File: config.mk
export PLATFORM = sky130hd
export DESIGN_NAME = packet_sender
export DESIGN_NICKNAME = d
export VERILOG_FILES = /design/src/rtl/packet_sender.sv
export SDC_FILE = /design/constraint.sdc
export NUM_CORES = 1
export LEC_CHECK = 0
export BUFFER_PORTS_ARGS = -buffer_cell sky130_fd_sc_hd__buf_2
export CORE_MARGIN = 1
export CORE_UTILIZATION = 40
export DETAILED_ROUTE_END_ITERATION = 7
export SYNTH_ARGS = -nofsm -noshare
export SYNTH_HDL_FRONTEND = slang
export SYNTH_SLANG_ARGS = --single-unit
File: constraint.sdc
create_clock -name clk -period 6.4 [get_ports clk]
set_clock_uncertainty 0.1 [all_clocks]
set_input_delay 0.64 -clock clk [delete_from_list [all_inputs] [get_ports clk]]
set_output_delay 0.64 -clock clk [all_outputs]
set_load 0.005 [all_outputs]
File: src/rtl/packet_sender.sv
// Serial packet transmitter: SYNC, PID, optional 64-bit payload + CRC16, EOP, with bit stuffing and NRZI.
// Optional feature: define PACKET_SENDER_CRC_INJECT_EN to add crc_err_inject (corrupts the last CRC bit).
module packet_sender (
  input  logic        clk,
  input  logic        rst_l,
  input  logic        start,
  input  logic [3:0]  pid,
  input  logic        has_data,
  input  logic [63:0] data,
`ifdef PACKET_SENDER_CRC_INJECT_EN
  input  logic        crc_err_inject,
`endif
  output logic        dp,
  output logic        dm,
  output logic        busy,
  output logic        done
);

  typedef enum logic [2:0] {
    S_IDLE,
    S_SYNC,
    S_PID,
    S_DATA,
    S_CRC,
    S_EOP_SE0,
    S_EOP_J
  } state_e;

  localparam logic [15:0] CRC_POLY = 16'h8005;
  localparam logic [15:0] CRC_INIT = 16'hFFFF;

  // The state names the next bit to be driven, so the bit chosen this cycle
  // lands on dp/dm at the coming edge and SYNC starts right after start.
  state_e      state_q, state_d;
  logic [6:0]  bit_cnt_q, bit_cnt_d;
  logic [2:0]  ones_q, ones_d;
  logic [15:0] crc_q, crc_d;
  logic [63:0] shift_q, shift_d;
  logic [3:0]  pid_q, pid_d;
  logic        has_data_q, has_data_d;
  logic        line_q, line_d;
  logic        dp_d, dm_d, busy_d, done_d;

  logic        accept;
  logic        tx_bit;
  logic        nrzi_en;
  logic        crc_flip;
  logic        crc_fb;
  logic [15:0] crc_next;

  assign accept   = (state_q == S_IDLE) && start;
  assign crc_fb   = shift_q[63] ^ crc_q[15];
  assign crc_next = {crc_q[14:0], 1'b0} ^ ({16{crc_fb}} & CRC_POLY);

`ifdef PACKET_SENDER_CRC_INJECT_EN
  logic inject_q;

  always_ff @(posedge clk or negedge rst_l) begin
    if (!rst_l) begin
      inject_q <= 1'b0;
    end else if (accept) begin
      inject_q <= crc_err_inject;
    end
  end

  assign crc_flip = inject_q;
`else
  assign crc_flip = 1'b0;
`endif

  always_comb begin
    // NOTE: every signal written here gets a default first so no path leaves it unassigned (no latches).
    state_d    = state_q;
    bit_cnt_d  = bit_cnt_q;
    ones_d     = ones_q;
    crc_d      = crc_q;
    shift_d    = shift_q;
    pid_d      = pid_q;
    has_data_d = has_data_q;
    line_d     = line_q;
    tx_bit     = 1'b1;
    nrzi_en    = 1'b0;
    dp_d       = 1'b1;
    dm_d       = 1'b0;
    busy_d     = 1'b1;
    done_d     = 1'b0;

    case (state_q)
      S_IDLE: begin
        busy_d = 1'b0;
        if (start) begin
          pid_d      = pid;
          has_data_d = has_data;
          shift_d    = data;
          crc_d      = CRC_INIT;
          busy_d     = 1'b1;
          nrzi_en    = 1'b1;
          tx_bit     = 1'b0;
          bit_cnt_d  = 7'd1;
          state_d    = S_SYNC;
        end
      end

      S_SYNC: begin
        nrzi_en = 1'b1;
        tx_bit  = (bit_cnt_q == 7'd7);
        if (bit_cnt_q == 7'd7) begin
          bit_cnt_d = 7'd0;
          state_d   = S_PID;
        end else begin
          bit_cnt_d = bit_cnt_q + 7'd1;
        end
      end

      S_PID: begin
        nrzi_en = 1'b1;
        tx_bit  = bit_cnt_q[2] ? ~pid_q[bit_cnt_q[1:0]] : pid_q[bit_cnt_q[1:0]];
        if (bit_cnt_q == 7'd7) begin
          bit_cnt_d = 7'd0;
          ones_d    = 3'd0;
          state_d   = has_data_q ? S_DATA : S_EOP_SE0;
        end else begin
          bit_cnt_d = bit_cnt_q + 7'd1;
        end
      end

      S_DATA: begin
        nrzi_en = 1'b1;
        if (ones_q == 3'd6) begin
          // Stuffed zero: payload position and CRC stand still this cycle.
          tx_bit = 1'b0;
          ones_d = 3'd0;
        end else begin
          tx_bit  = shift_q[63];
          shift_d = {shift_q[62:0], 1'b0};
          crc_d   = crc_next;
          ones_d  = tx_bit ? ones_q + 3'd1 : 3'd0;
          if (bit_cnt_q == 7'd63) begin
            bit_cnt_d = 7'd0;
            state_d   = S_CRC;
          end else begin
            bit_cnt_d = bit_cnt_q + 7'd1;
          end
        end
      end

      S_CRC: begin
        nrzi_en = 1'b1;
        if (ones_q == 3'd6) begin
          tx_bit = 1'b0;
          ones_d = 3'd0;
          if (bit_cnt_q == 7'd16) begin
            bit_cnt_d = 7'd0;
            state_d   = S_EOP_SE0;
          end
        end else begin
          tx_bit = ~crc_q[4'd15 - bit_cnt_q[3:0]] ^ (crc_flip && (bit_cnt_q == 7'd15));
          ones_d = tx_bit ? ones_q + 3'd1 : 3'd0;
          if (bit_cnt_q == 7'd15) begin
            // Count 16 parks here until the trailing stuffed zero goes out.
            if (ones_d == 3'd6) begin
              bit_cnt_d = 7'd16;
            end else begin
              bit_cnt_d = 7'd0;
              state_d   = S_EOP_SE0;
            end
          end else begin
            bit_cnt_d = bit_cnt_q + 7'd1;
          end
        end
      end

      S_EOP_SE0: begin
        dp_d   = 1'b0;
        dm_d   = 1'b0;
        line_d = 1'b1;
        if (bit_cnt_q == 7'd1) begin
          bit_cnt_d = 7'd0;
          state_d   = S_EOP_J;
        end else begin
          bit_cnt_d = bit_cnt_q + 7'd1;
        end
      end

      S_EOP_J: begin
        line_d  = 1'b1;
        done_d  = 1'b1;
        state_d = S_IDLE;
      end

      default: begin
        state_d = S_IDLE;
        busy_d  = 1'b0;
      end
    endcase

    if (nrzi_en) begin
      line_d = tx_bit ? line_q : ~line_q;
      dp_d   = line_d;
      dm_d   = ~line_d;
    end
  end

  always_ff @(posedge clk or negedge rst_l) begin
    if (!rst_l) begin
      // NOTE: sequential state uses non-blocking assignments so every register samples pre-edge values.
      state_q    <= S_IDLE;
      bit_cnt_q  <= 7'd0;
      ones_q     <= 3'd0;
      crc_q      <= CRC_INIT;
      shift_q    <= 64'd0;
      pid_q      <= 4'd0;
      has_data_q <= 1'b0;
      line_q     <= 1'b1;
      dp         <= 1'b1;
      dm         <= 1'b0;
      busy       <= 1'b0;
      done       <= 1'b0;
    end else begin
      state_q    <= state_d;
      bit_cnt_q  <= bit_cnt_d;
      ones_q     <= ones_d;
      crc_q      <= crc_d;
      shift_q    <= shift_d;
      pid_q      <= pid_d;
      has_data_q <= has_data_d;
      line_q     <= line_d;
      dp         <= dp_d;
      dm         <= dm_d;
      busy       <= busy_d;
      done       <= done_d;
    end
  end

endmodule
==> flow_metrics.py <==
metrics = {
    "status": {
        "outcome": "finished clean",
    },
    "grt": {
        "grt_max_degree": 85,
        "grt_pass1_wl_mm": 18.98,
        "antenna_found_initial": 0,
        "grt-ovfl-total": 0,
        "grt_pass1_vias": 3979,
        "track_usage_pct": 18.16,
    },
    "sta": {
        "fin_crit_ns": 3.496,
        "rsz0062_at_grt": "false",
        "relSlewSlack_pct": 19.21,
        "setup_tns_ns": 0,
        "worst_pin_slew_ns": 1.212,
        "setup_viol": 0,
        "finalHoldViolations": 0,
        "holdWs_ns": 0.1251,
        "period_share_pct": 54.63,
        "fmax_ghz": 0.2860,
        "drv_slew": 0,
    },
    "detailed_routing": {
        "avgViaCountPerCell": 5.233,
        "vias": 4228,
        "first_pass_iters": 4,
        "drc": 0,
        "antenna_left": 0,
        "wl_per_cell_um": 13.53,
        "routed_wl_mm": 10.93,
        "drtIter0Drc": 229,
    },
    "cts": {
        "cts_buffers": 9,
        "post_cts_resized": 0,
        "clock_latency_ns": 0.35,
        "clockBufferDepth": 2,
        "htreeDepth": 3,
        "clockRootBuffer": "clkbuf_16",
        "numClockSinks": 103,
        "cts_tree": "built",
        "clk_pin_slew_ns": 0.07,
        "holdBufCountCts": 0,
        "post_cts_buffers": 0,
    },
    "final_layout": {
        "drive_gt1_share_pct": 20.16,
        "syn_to_final_growth_pct": 15.10,
        "final_common_cell": "nand2_1",
        "multiInputGateArea_um2": 2316,
        "antenna_cells": 0,
        "fillers": 1187,
        "layout.nets": 712,
        "layoutNonFillerInstCount": 808,
        "most-common-layout-cells": "142 x nand2_1, 98 x nor2_1, 85 x dfrtp_1",
        "seqCellArea_um2": 2600,
        "fin_util_pct": 48.08,
    },
    "synth": {
        "synth_cells": 589,
        "synthAdderAreaFrac_pct": 1.221,
        "synth-seq-cells": 103,
        "synth_edf_count": 0,
        "post-synth-top-area-cell": "dfrtp_1",
        "async_flop_share_pct": 100.0,
        "seq_area_frac_synth_pct": 50.76,
        "yosysWarnings": 0,
        "muxShareOfSynthArea_pct": 3.810,
        "synthesis.nets": 666,
        "netlist_area_um2": 5122,
        "yosys.area_share.simple_pct": 23.52,
        "synth_compound_area_share_pct": 15.24,
        "synth_top_family_by_area": "simple AND/OR/NAND/NOR gates",
        "synth.distinct_cells": 57,
        "synth_xor_area_share_pct": 1.197,
        "synth_top_cell_area_share_pct": 41.52,
        "syn_avg_cell_area_um2": 8.697,
        "ys.flop_type": "dfrtp_1",
        "synth_area_leaders": "dfrtp_1 42%, nand2_1 10%, dfstp_2 9.2%",
    },
    "setup_path": {
        "worstSetupPathType": "register to register",
        "crit_path_start_kind": "register",
        "path_max_fanout": 84,
        "endpoint_kind": "register",
        "crit_arrival_ns": 3.67,
        "crit_required_ns": 6.57,
    },
    "floorplanning": {
        "core_um2": 12260,
        "initial_core_util_pct": 41.78,
        "dieArea_um2": 13260,
        "fp.dieH_um": 115.2,
        "ios": 76,
        "fp.dieW_um": 115.2,
        "rows": 40,
    },
    "placed_design": {
        "dp_cells": 792,
        "place_congestion": 0.8706,
        "port_buffers": 75,
        "dpl.hpwl_mm": 7.204,
    },
    "power_and_ir_drop": {
        "fin_total_pwr_mw": 1.305,
        "power.leakage_nw": 2.761,
        "powerDensity_nw_per_um2": 221.3,
        "ir_drop_v": 0.0001183,
    },
    "worst_hold_path": {
        "hold_class": "input port to asynchronous set/reset pin",
    },
    "job": {
        "max_cap_violations": 0,
    },
}
[through the flow]
stage / setup WS [ns] / cell area, µm²
5_1_grt: 2.560 / 5896
3_5_place_dp: 2.887 / 5557
4_1_cts: 2.869 / 5896
3_3_place_gp: 2.989 / 5557
2_1_floorplan: 4.063 / 5122
6_report: 2.904 / 5896
[power breakdown]
| part | switching, mW | internal [mW] |
|---|---|---|
| clock | 0.258 | 0.352 |
| combinational | 0.0253 | 0.0189 |
| sequential | 0 | 0.651 |
| total | 0.283 | 1.02 |
[critical path, stage by stage (launching register included)]
cell and delay (ns):
dfrtp_1 0.58, nor2b_1 0.41, and2_2 0.21, buf_4 0.55, a21o_4 0.71, buf_4 0.58, nor2_1 0.09, a31oi_1 0.17
[worst paths after layout]
kind                            start     endpoint  slack (ns)  cells past startpoint
max reg2reg                state_q[2]  shift_q[24]        2.90                      7
min in group clk             pid_q[1]     pid_q[1]        0.40                      1
max in group asynchronous       rst_l     pid_q[3]        4.84                      2
max                        state_q[2]  shift_q[24]        2.90                      7
min                             rst_l         done        0.13                      1
min reg2reg                  pid_q[1]     pid_q[1]        0.40                      1
[cell usage after synthesis, types with 2 or more instances]
cell type	count
o21a_1	2
nor3_1	18
dfrtp_1	85
nor2b_1	3
a21oi_1	9
nor2_1	98
a22o_1	3
o21ai_0	12
a211oi_1	3
mux4_1	2
buf_1	3
mux4_2	2
nand3_1	9
mux2_2	5
buf_6	2
xnor2_1	6
a211o_1	2
o22ai_1	2
mux2i_1	3
nand2_1	143
dfstp_2	18
a31oi_1	69
nand4_1	2
buf_2	9
o31ai_1	2
clkbuf_1	29
or3_1	2
nor4_1	2
ha_1	5
a2111oi_0	2
inv_1	6
nand2b_1	5
and2_1	2
[cells by family (layout without fill, tap and decap cells)]
group / count (synthesis) / count (layout)
AOI/OAI and AO/OA: 119 / 119
xor gates and xnor gates: 7 / 7
adders and majority gates: 5 / 5
buffers and inverters: 50 / 101
DFF: 103 / 103
muxes: 13 / 13
and+or+nand+nor: 292 / 292
[routing by layer]
| metal | up-vias | wire [µm] | track usage, % |
|---|---|---|---|
| li1 | 2119 | - | - |
| met1 | 1996 | 5131 | 24.59 |
| met2 | 105 | 5149 | 28.88 |
| met3 | 8 | 537 | 4.744 |
| met4 | 0 | 112 | 4.935 |
| met5 | - | 0 | 0 |
[layout make-up]
cell class / count / share of cell area (%)
tap: 168 / 3.565
clock buffer: 9 / 3.820
timing repair buffer: 79 / 6.919
sequential: 103 / 44.10
multi-input combinational: 436 / 39.28
clock inverter: 7 / 1.931
inverter: 6 / 0.3820
[state kept, by name (all words and copies together) (netlist names), 3 cells and up]
register	flops
shift_q	64
pid_q	4
bit_cnt_q	7
crc_q	16
state_q	3
ones_q	3
Note: power is estimated with default switching activity, not from simulation.
